`config.mk`:
```
export PLATFORM = sky130hd
export DESIGN_NAME = regfile_2r1w_flat
export DESIGN_NICKNAME = d
export VERILOG_FILES = /design/src/rtl/regfile_2r1w_if.sv /design/src/rtl/regfile_2r1w.sv /design/src/flat_wrapper.sv
export SDC_FILE = /design/constraint.sdc
export NUM_CORES = 2
export LEC_CHECK = 0
export CORE_MARGIN = 4
export CORE_UTILIZATION = 50
export DETAILED_ROUTE_END_ITERATION = 10
export PLACE_DENSITY = 0.65
export SLEW_MARGIN = 20
export SYNTH_ARGS = -nofsm -noshare
export SYNTH_HDL_FRONTEND = slang
export SYNTH_SLANG_ARGS = --single-unit
```
`constraint.sdc`:
```
create_clock -name clk -period 11.15 [get_ports clk]
set_clock_uncertainty 0.2 [all_clocks]
set_input_delay 2.23 -clock clk [delete_from_list [all_inputs] [get_ports clk]]
set_output_delay 2.23 -clock clk [all_outputs]
set_load 0.01 [all_outputs]
```
`src/rtl/regfile_2r1w_if.sv`:
```
// Core-side bundle for the 2-read/1-write register file: decode drives the read
// addresses, writeback drives the write port, and the file reports busy during a clear.
interface regfile_2r1w_if #(
    parameter int DATA_W = 8,
    parameter int ADDR_W = 8
) ();
    logic              clear_req;
    logic              busy;
    logic [ADDR_W-1:0] ra_addr;
    logic [DATA_W-1:0] ra_data;
    logic [ADDR_W-1:0] rb_addr;
    logic [DATA_W-1:0] rb_data;
    logic              wr_en;
    logic [ADDR_W-1:0] wr_addr;
    logic [DATA_W-1:0] wr_data;

    modport master (
        output clear_req, ra_addr, rb_addr, wr_en, wr_addr, wr_data,
        input  busy, ra_data, rb_data
    );

    modport slave (
        input  clear_req, ra_addr, rb_addr, wr_en, wr_addr, wr_data,
        output busy, ra_data, rb_data
    );
endinterface

```
`src/rtl/regfile_2r1w.sv`:
```
// Register file: two combinational read ports, one synchronous write port, optional
// write-to-read bypass and hardwired-zero entry 0; a sequential clear FSM zeroes the array.
module regfile_2r1w #(
    parameter int DATA_W   = 8,
    parameter int ADDR_W   = 8,
    parameter int DEPTH    = 256,
    parameter int BYPASS   = 1,
    parameter int ZERO_REG = 0
) (
    input  logic           clk,
    input  logic           rst,
    regfile_2r1w_if.slave  bus
);
    typedef enum logic {S_IDLE, S_CLEAR} state_t;

    // One extra pointer bit lets DEPTH == 2**ADDR_W be represented without wrapping.
    localparam logic [ADDR_W:0] DEPTH_C = (ADDR_W + 1)'(DEPTH);
    localparam logic [ADDR_W:0] LAST_C  = (ADDR_W + 1)'(DEPTH - 1);
    localparam logic [ADDR_W:0] ONE_C   = (ADDR_W + 1)'(1);

    state_t            state;
    logic [ADDR_W:0]   clr_ptr;
    logic              busy_q;
    logic [DATA_W-1:0] mem [DEPTH];
    logic              wr_ok;
    logic              ra_hit;
    logic              rb_hit;

    function automatic logic readable(input logic [ADDR_W-1:0] addr);
        return ({1'b0, addr} < DEPTH_C) && !((ZERO_REG != 0) && (addr == '0));
    endfunction

    // A clear request in the same cycle takes priority over a write.
    assign wr_ok  = bus.wr_en && !busy_q && !bus.clear_req && readable(bus.wr_addr);
    assign ra_hit = (BYPASS != 0) && wr_ok && (bus.wr_addr == bus.ra_addr);
    assign rb_hit = (BYPASS != 0) && wr_ok && (bus.wr_addr == bus.rb_addr);
    assign bus.busy = busy_q;

    // NOTE: state registers use non-blocking assignments so every flop samples pre-edge values.
    always_ff @(posedge clk or posedge rst) begin
        if (rst) begin
            state   <= S_CLEAR;
            clr_ptr <= '0;
            busy_q  <= 1'b1;
        end else begin
            case (state)
                S_CLEAR: begin
                    if (clr_ptr == LAST_C) begin
                        state   <= S_IDLE;
                        busy_q  <= 1'b0;
                        clr_ptr <= '0;
                    end else begin
                        clr_ptr <= clr_ptr + ONE_C;
                    end
                end
                S_IDLE: begin
                    if (bus.clear_req) begin
                        state   <= S_CLEAR;
                        busy_q  <= 1'b1;
                        clr_ptr <= '0;
                    end
                end
            endcase
        end
    end

    // NOTE: the array has no reset; the clear FSM zeroes it one entry per cycle instead.
    always_ff @(posedge clk) begin
        if (state == S_CLEAR) begin
            mem[clr_ptr[ADDR_W-1:0]] <= '0;
        end else if (wr_ok) begin
            mem[bus.wr_addr] <= bus.wr_data;
        end
    end

    // NOTE: each read output gets a default first so no path can infer a latch.
    always_comb begin
        bus.ra_data = '0;
        if (!busy_q && readable(bus.ra_addr)) begin
            bus.ra_data = ra_hit ? bus.wr_data : mem[bus.ra_addr];
        end
    end

    always_comb begin
        bus.rb_data = '0;
        if (!busy_q && readable(bus.rb_addr)) begin
            bus.rb_data = rb_hit ? bus.wr_data : mem[bus.rb_addr];
        end
    end
endmodule

```
`src/flat_wrapper.sv`:
```
// flat-port wrapper written by rule: the top's interface ports become plain ports
module regfile_2r1w_flat 
#(
    parameter int DATA_W   = 8,
    parameter int ADDR_W   = 8,
    parameter int DEPTH    = 256,
    parameter int BYPASS   = 1,
    parameter int ZERO_REG = 0
)
  (clk, rst, bus_clear_req, bus_ra_addr, bus_rb_addr, bus_wr_en, bus_wr_addr, bus_wr_data, bus_busy, bus_ra_data, bus_rb_data);
  regfile_2r1w_if #(.DATA_W(DATA_W), .ADDR_W(ADDR_W)) bus_i ();
  input  logic clk;
  input  logic rst;
  input wire logic [$bits(bus_i.clear_req)-1:0] bus_clear_req;
  input wire logic [$bits(bus_i.ra_addr)-1:0] bus_ra_addr;
  input wire logic [$bits(bus_i.rb_addr)-1:0] bus_rb_addr;
  input wire logic [$bits(bus_i.wr_en)-1:0] bus_wr_en;
  input wire logic [$bits(bus_i.wr_addr)-1:0] bus_wr_addr;
  input wire logic [$bits(bus_i.wr_data)-1:0] bus_wr_data;
  output wire logic [$bits(bus_i.busy)-1:0] bus_busy;
  output wire logic [$bits(bus_i.ra_data)-1:0] bus_ra_data;
  output wire logic [$bits(bus_i.rb_data)-1:0] bus_rb_data;
  assign bus_i.clear_req = bus_clear_req;
  assign bus_i.ra_addr = bus_ra_addr;
  assign bus_i.rb_addr = bus_rb_addr;
  assign bus_i.wr_en = bus_wr_en;
  assign bus_i.wr_addr = bus_wr_addr;
  assign bus_i.wr_data = bus_wr_data;
  assign bus_busy = bus_i.busy;
  assign bus_ra_data = bus_i.ra_data;
  assign bus_rb_data = bus_i.rb_data;
  regfile_2r1w #(.DATA_W(DATA_W), .ADDR_W(ADDR_W), .DEPTH(DEPTH), .BYPASS(BYPASS), .ZERO_REG(ZERO_REG)) u_core (.clk(clk), .rst(rst), .bus(bus_i));
endmodule
```
### After elaboration in Yosys (flattened, before gate mapping)

Memories as Yosys holds them, arrays and structs flattened.
Index checks and enable logic that the tools add are counted.

* flip-flop bits (word level): 11
* RAM bits: 2048
* memories kept: 1
* output and inout bits: 17
* bits of input ports: 36

Memories
* u_core.mem: words 256, bits a word 8, read ports 2, clocked after Yosys merged registers in 0, wr ports 1, line regfile_2r1w.sv:24 `logic [DATA_W-1:0] mem [DEPTH];`

* add/subtract/negate cells: 1
* multiplexer cells: 21
* reductions and logical operators: 8
* bitwise logic cells: 1
* equal/unequal tests: 5

Operators with widths (count)
* 8-bit two-way mux: 6
* 9-bit two-way mux: 2
* 9-bit one-hot mux with 2 select lines: 1
* 8-bit equality test: 2
* 1-bit two-way mux: 10
* 9-bit by 1-bit adder with 9-bit output, second input constant: 1
* 9-bit by 8-bit equality test with 1-bit output, second input constant: 1
* 8-bit OR reduction: 1
* 1-bit logical AND: 4
* 2-bit != test, second input constant: 2
* 1-bit one-hot mux with 2 select lines: 2
* 1-bit zero test: 2
* 2-bit AND reduction: 1
* 1-bit NOT: 1

### Logic depth before layout (Yosys ltp)

* word-level depth: 8
* depth in mapped cells: 14

### Least setup slack after synthesis

Ideal clock, no wire load.

* path kind: input -> register
* from: input port bus_clear_req
* to: memory u_core.mem[0][0] (data pin)
* cell stages on the path: 5
* data arrival time: 6313 ps
* setup slack: 3767 ps
* cell sequence: nor2_1 > and3_1 > clkbuf_1 > clkbuf_1 > and2_1

* cells in the longest elaborated chain, start to end: 7

Ends and longest elaborated chain
* start, declared: line flat_wrapper.sv:14 `input wire logic [$bits(bus_i.clear_req)-1:0] bus_clear_req;`
* 1-bit zero test: line regfile_2r1w.sv:34 `assign wr_ok = bus.wr_en && !busy_q && !bus.clear_req && readable(bus.wr_addr);`
* 1-bit logical AND: line regfile_2r1w.sv:34
* 1-bit two-way mux: line regfile_2r1w.sv:71 `end else if (wr_ok) begin`
* 1-bit two-way mux: line regfile_2r1w.sv:69 `if (state == S_CLEAR) begin`
* 1-bit two-way mux (implied by the code): line regfile_2r1w.sv:72 `mem[bus.wr_addr] <= bus.wr_data;`
* 8-bit OR reduction (no line)
* 8-bit two-way mux (no line)
* end, declared: line regfile_2r1w.sv:24

Every way passes these cells.

### Final worst setup path

* from: input port bus_rb_addr[3]
* to: output port bus_rb_data[6]

* cells in the longest elaborated chain, start to end: 4

Ends and longest elaborated chain
* start, declared: line flat_wrapper.sv:16 `input wire logic [$bits(bus_i.rb_addr)-1:0] bus_rb_addr;`
* parallel branches: the longest is 2 deep, another holds memory read 256 x 8 bit
* 8-bit two-way mux (*): line regfile_2r1w.sv:87 `bus.rb_data = rb_hit ? bus.wr_data : mem[bus.rb_addr];`
* 8-bit two-way mux (*): line regfile_2r1w.sv:86 `if (!busy_q && readable(bus.rb_addr)) begin`
* end, declared: line flat_wrapper.sv:22 `output wire logic [$bits(bus_i.rb_data)-1:0] bus_rb_data;`

Every way passes the cells marked *.

==> run_results.csv <==
group,metric,value,unit
timing,fin_hold_ws,327,ps
layout,fill_cells,14900,
logic_synthesis,synth-seq-area-share,0.631,
logic_synthesis,syn_nets,5281,
die,core.rowCount,162,
placed_design,numPortBuffers,52,
logic_synthesis,netlist_instances,5244,
global_routing,grt_pass1_vias,57400,
logic_synthesis,synth_area,97900,um^2
logic_synthesis,synth_top_family_by_area,"multiplexers",
routing,postRouteAntennaNets,0,
timing,max_freq,102,MHz
die,fp.dieW,450,um
routing,vias,60000,
logic_synthesis,syn_avg_cell_area,18.7,um^2
clock_tree,clk_pin_slew,60,ps
routing,dr.pass1.iters,8,
setup_path,cp_data_required_time,8720,ps
clock_tree,numCtsBuffers,211,
layout,final_layout_size_suffix_gt1_frac,0.263,
global_routing,grt_pass1_wl,467000,um
routing,drc,0,
pwr,ir_worst_vdd,0.123,mV
timing,finalCritPeriodShare,0.876,
pwr,power.density,164,nW/um^2
setup_path,reg2regPathDepth,6,
clock_tree,clk_latency,890,ps
die,fp.dieH,450,um
timing,setup_tns,0,ps
global_routing,grtUsageMet1,0.439,
logic_synthesis,synth_adder_area_share,0.000128,
setup_path,start_kind,"input port",
clock_tree,ctsResizeCount,0,
logic_synthesis,yosys_warnings,0,
min_path,min_path_type,"reg -> reg",
run,max_cap_viol_count,0,
timing,setup_violations,0,
setup_path,cp_max_fo,15,
global_routing,grt_max_degree,209,
global_routing,grt_busiest_layer,"met2",
global_routing,met3_usage,0.122,
clock_tree,postCtsSetupBuffers,0,
timing,rsz0062_at_grt,"false",
routing,wl_per_cell,42.0,um
layout,nNetsFinal,5318,
min_path,worstHoldPathCells,1,
status,status,"complete, no violations",
timing,slew_headroom,0.0860,
placed_design,hpwl,225000,um
clock_tree,htree_levels,4,
timing,drv_slew,0,
die,placeableCoreArea,195000,um^2
clock_tree,ctsHoldBuffers,0,
logic_synthesis,yosysUniqueCellTypes,78,
logic_synthesis,yosys.area_share.simple,0.0362,
timing,hold_viol,0,
pwr,cellLeakagePower,29.4,nW
setup_path,worstPathArrival,7330,ps
die,initial_core_util,0.502,
routing,drt_iter0_drc,10600,
logic_synthesis,ys_ff_latch,2059,
logic_synthesis,muxShareOfSynthArea,0.256,
logic_synthesis,ys_async_sr_fraction,0.00534,
logic_synthesis,synthXorXnorAreaFrac,0.00143,
placed_design,place.gp.congestion,1.06,
global_routing,grtUsageTotal,0.331,
routing,viasPerCell,7.41,
logic_synthesis,synth-main-ff-cell,"edfxtp_1",
setup_path,crit_type,"in -> out",
setup_path,end_kind,"output pin",
clock_tree,clockBufferDepth,3,
global_routing,use_met2,0.476,
global_routing,grt.overflow.total,0,
layout,area_growth,9.74,%
layout,final_common_cell,"edfxtp_1",
timing,min_period,9760,ps
timing,worst_pin_slew,1360,ps
clock_tree,cts_tree,"done",
logic_synthesis,synth_edf_count,2048,
clock_tree,cts.sinks,2059,
clock_tree,cts-root-buf,"clkbuf_16",
routing,wl,340000,um
die,pin_count,53,
logic_synthesis,synth_compound_area_frac,0.0445,
global_routing,grt_antenna_before_repair,20,
die,dieArea,203000,um^2
layout,final_cell_mix,"edfxtp_1 (2,048), mux4_2 (865), mux2i_1 (392)",
## state kept, by name, summed over array words and instances, names as in the netlist
register         cells
u_core.mem        2048
u_core.clr_ptr       9
u_core.bus.busy      1
u_core.state         1
## final timing paths
check | start | slack [ps] | to
min in group asynchronous | rst | 1580 | u_core.clr_ptr[3]
hold / removal | u_core.clr_ptr[8] | 330 | u_core.clr_ptr[8]
hold reg to reg | u_core.clr_ptr[8] | 330 | u_core.clr_ptr[8]
setup / recovery | bus_rb_addr[3] | 1390 | bus_rb_data[6]
setup reg to reg | u_core.state | 5970 | u_core.mem[139][6]
max in group asynchronous | rst | 8820 | u_core.bus.busy
## power breakdown
| group | switching, W | leakage, nW | internal (W) | total, W |
|---|---|---|---|---|
| combinational | 0.00132 | 10.7 | 0.000551 | 0.00187 |
| sequential | 0.000114 | 15.5 | 0.00862 | 0.00873 |
| clock | 0.00310 | 3.25 | 0.00388 | 0.00697 |
| total | 0.00453 | 29.4 | 0.0130 | 0.0176 |
## cells in the mapped netlist, drive strengths merged, types with 22 or more instances
library cell | instances | area (um^2)
mux4 | 923 | 21000
clkbuf | 169 | 703
edfxtp | 2048 | 61500
o22ai | 140 | 876
nor2 | 338 | 1270
o21ai | 92 | 460
nand4 | 27 | 169
nor4 | 35 | 219
mux2i | 392 | 3920
and2 | 22 | 138
a22oi | 72 | 541
a2111oi | 26 | 228
o221ai | 60 | 526
nand2 | 161 | 604
nor3 | 53 | 270
buf | 252 | 2250
a211oi | 39 | 293
a21oi | 78 | 390
nand3 | 67 | 335
## kinds of logic after synthesis
| group | after synthesis |
|---|---|
| xor gates and xnor gates | 16 |
| adders and majority gates | 1 |
| buffers and inverters | 429 |
| AOI/OAI and AO/OA | 633 |
| muxes | 1327 |
| DFF | 2059 |
| and+or+nand+nor | 779 |
## stage by stage
step / utilization / cell area, um^2 / setup WS (ps) / std cells / power [W]
final: 0.551 / 107000 / 1390 / 8092 / 0.0176
after global routing: 0.551 / 107000 / 1590 / 8077 / 0.0179
after CTS: 0.551 / 107000 / 1810 / 8072 / 0.0175
after detailed placement: 0.516 / 101000 / 1820 / 7688 / 0.0107
after global placement: 0.516 / 101000 / 1510 / 7687 / 0.0106
after floorplan: - / 97900 / 3770 / 5244 / 0.00986
## area by class of cell
type / count / area, um^2 / area share
repair buffers: 245 / 2290 / 0.0213
multi-input cells: 2756 / 33300 / 0.310
inverters: 8 / 41.3 / 0.000384
diodes: 16 / 40.0 / 0.000373
clock buffers: 255 / 5490 / 0.0511
flip-flops and latches: 2059 / 61800 / 0.575
clock inverters: 129 / 1180 / 0.0110
well taps: 2624 / 3280 / 0.0306
## per-layer routing
layer	routed length, um	share of wire	up-vias
li1	-	-	22600
met1	120000	0.35	31400
met2	148000	0.44	4910
met3	48000	0.14	1045
met4	23000	0.068	22
met5	396	0.0012	-
## critical path: stages
cell	delay, ps
clkdlybuf4s50_1	820
and3_1	580
nand2_1	600
a211oi_1	180
a31oi_1	640
o211ai_1	180
nor4_1	1000
a221o_1	450
clkdlybuf4s50_1	610
Power figures use the tool's default switching activity.
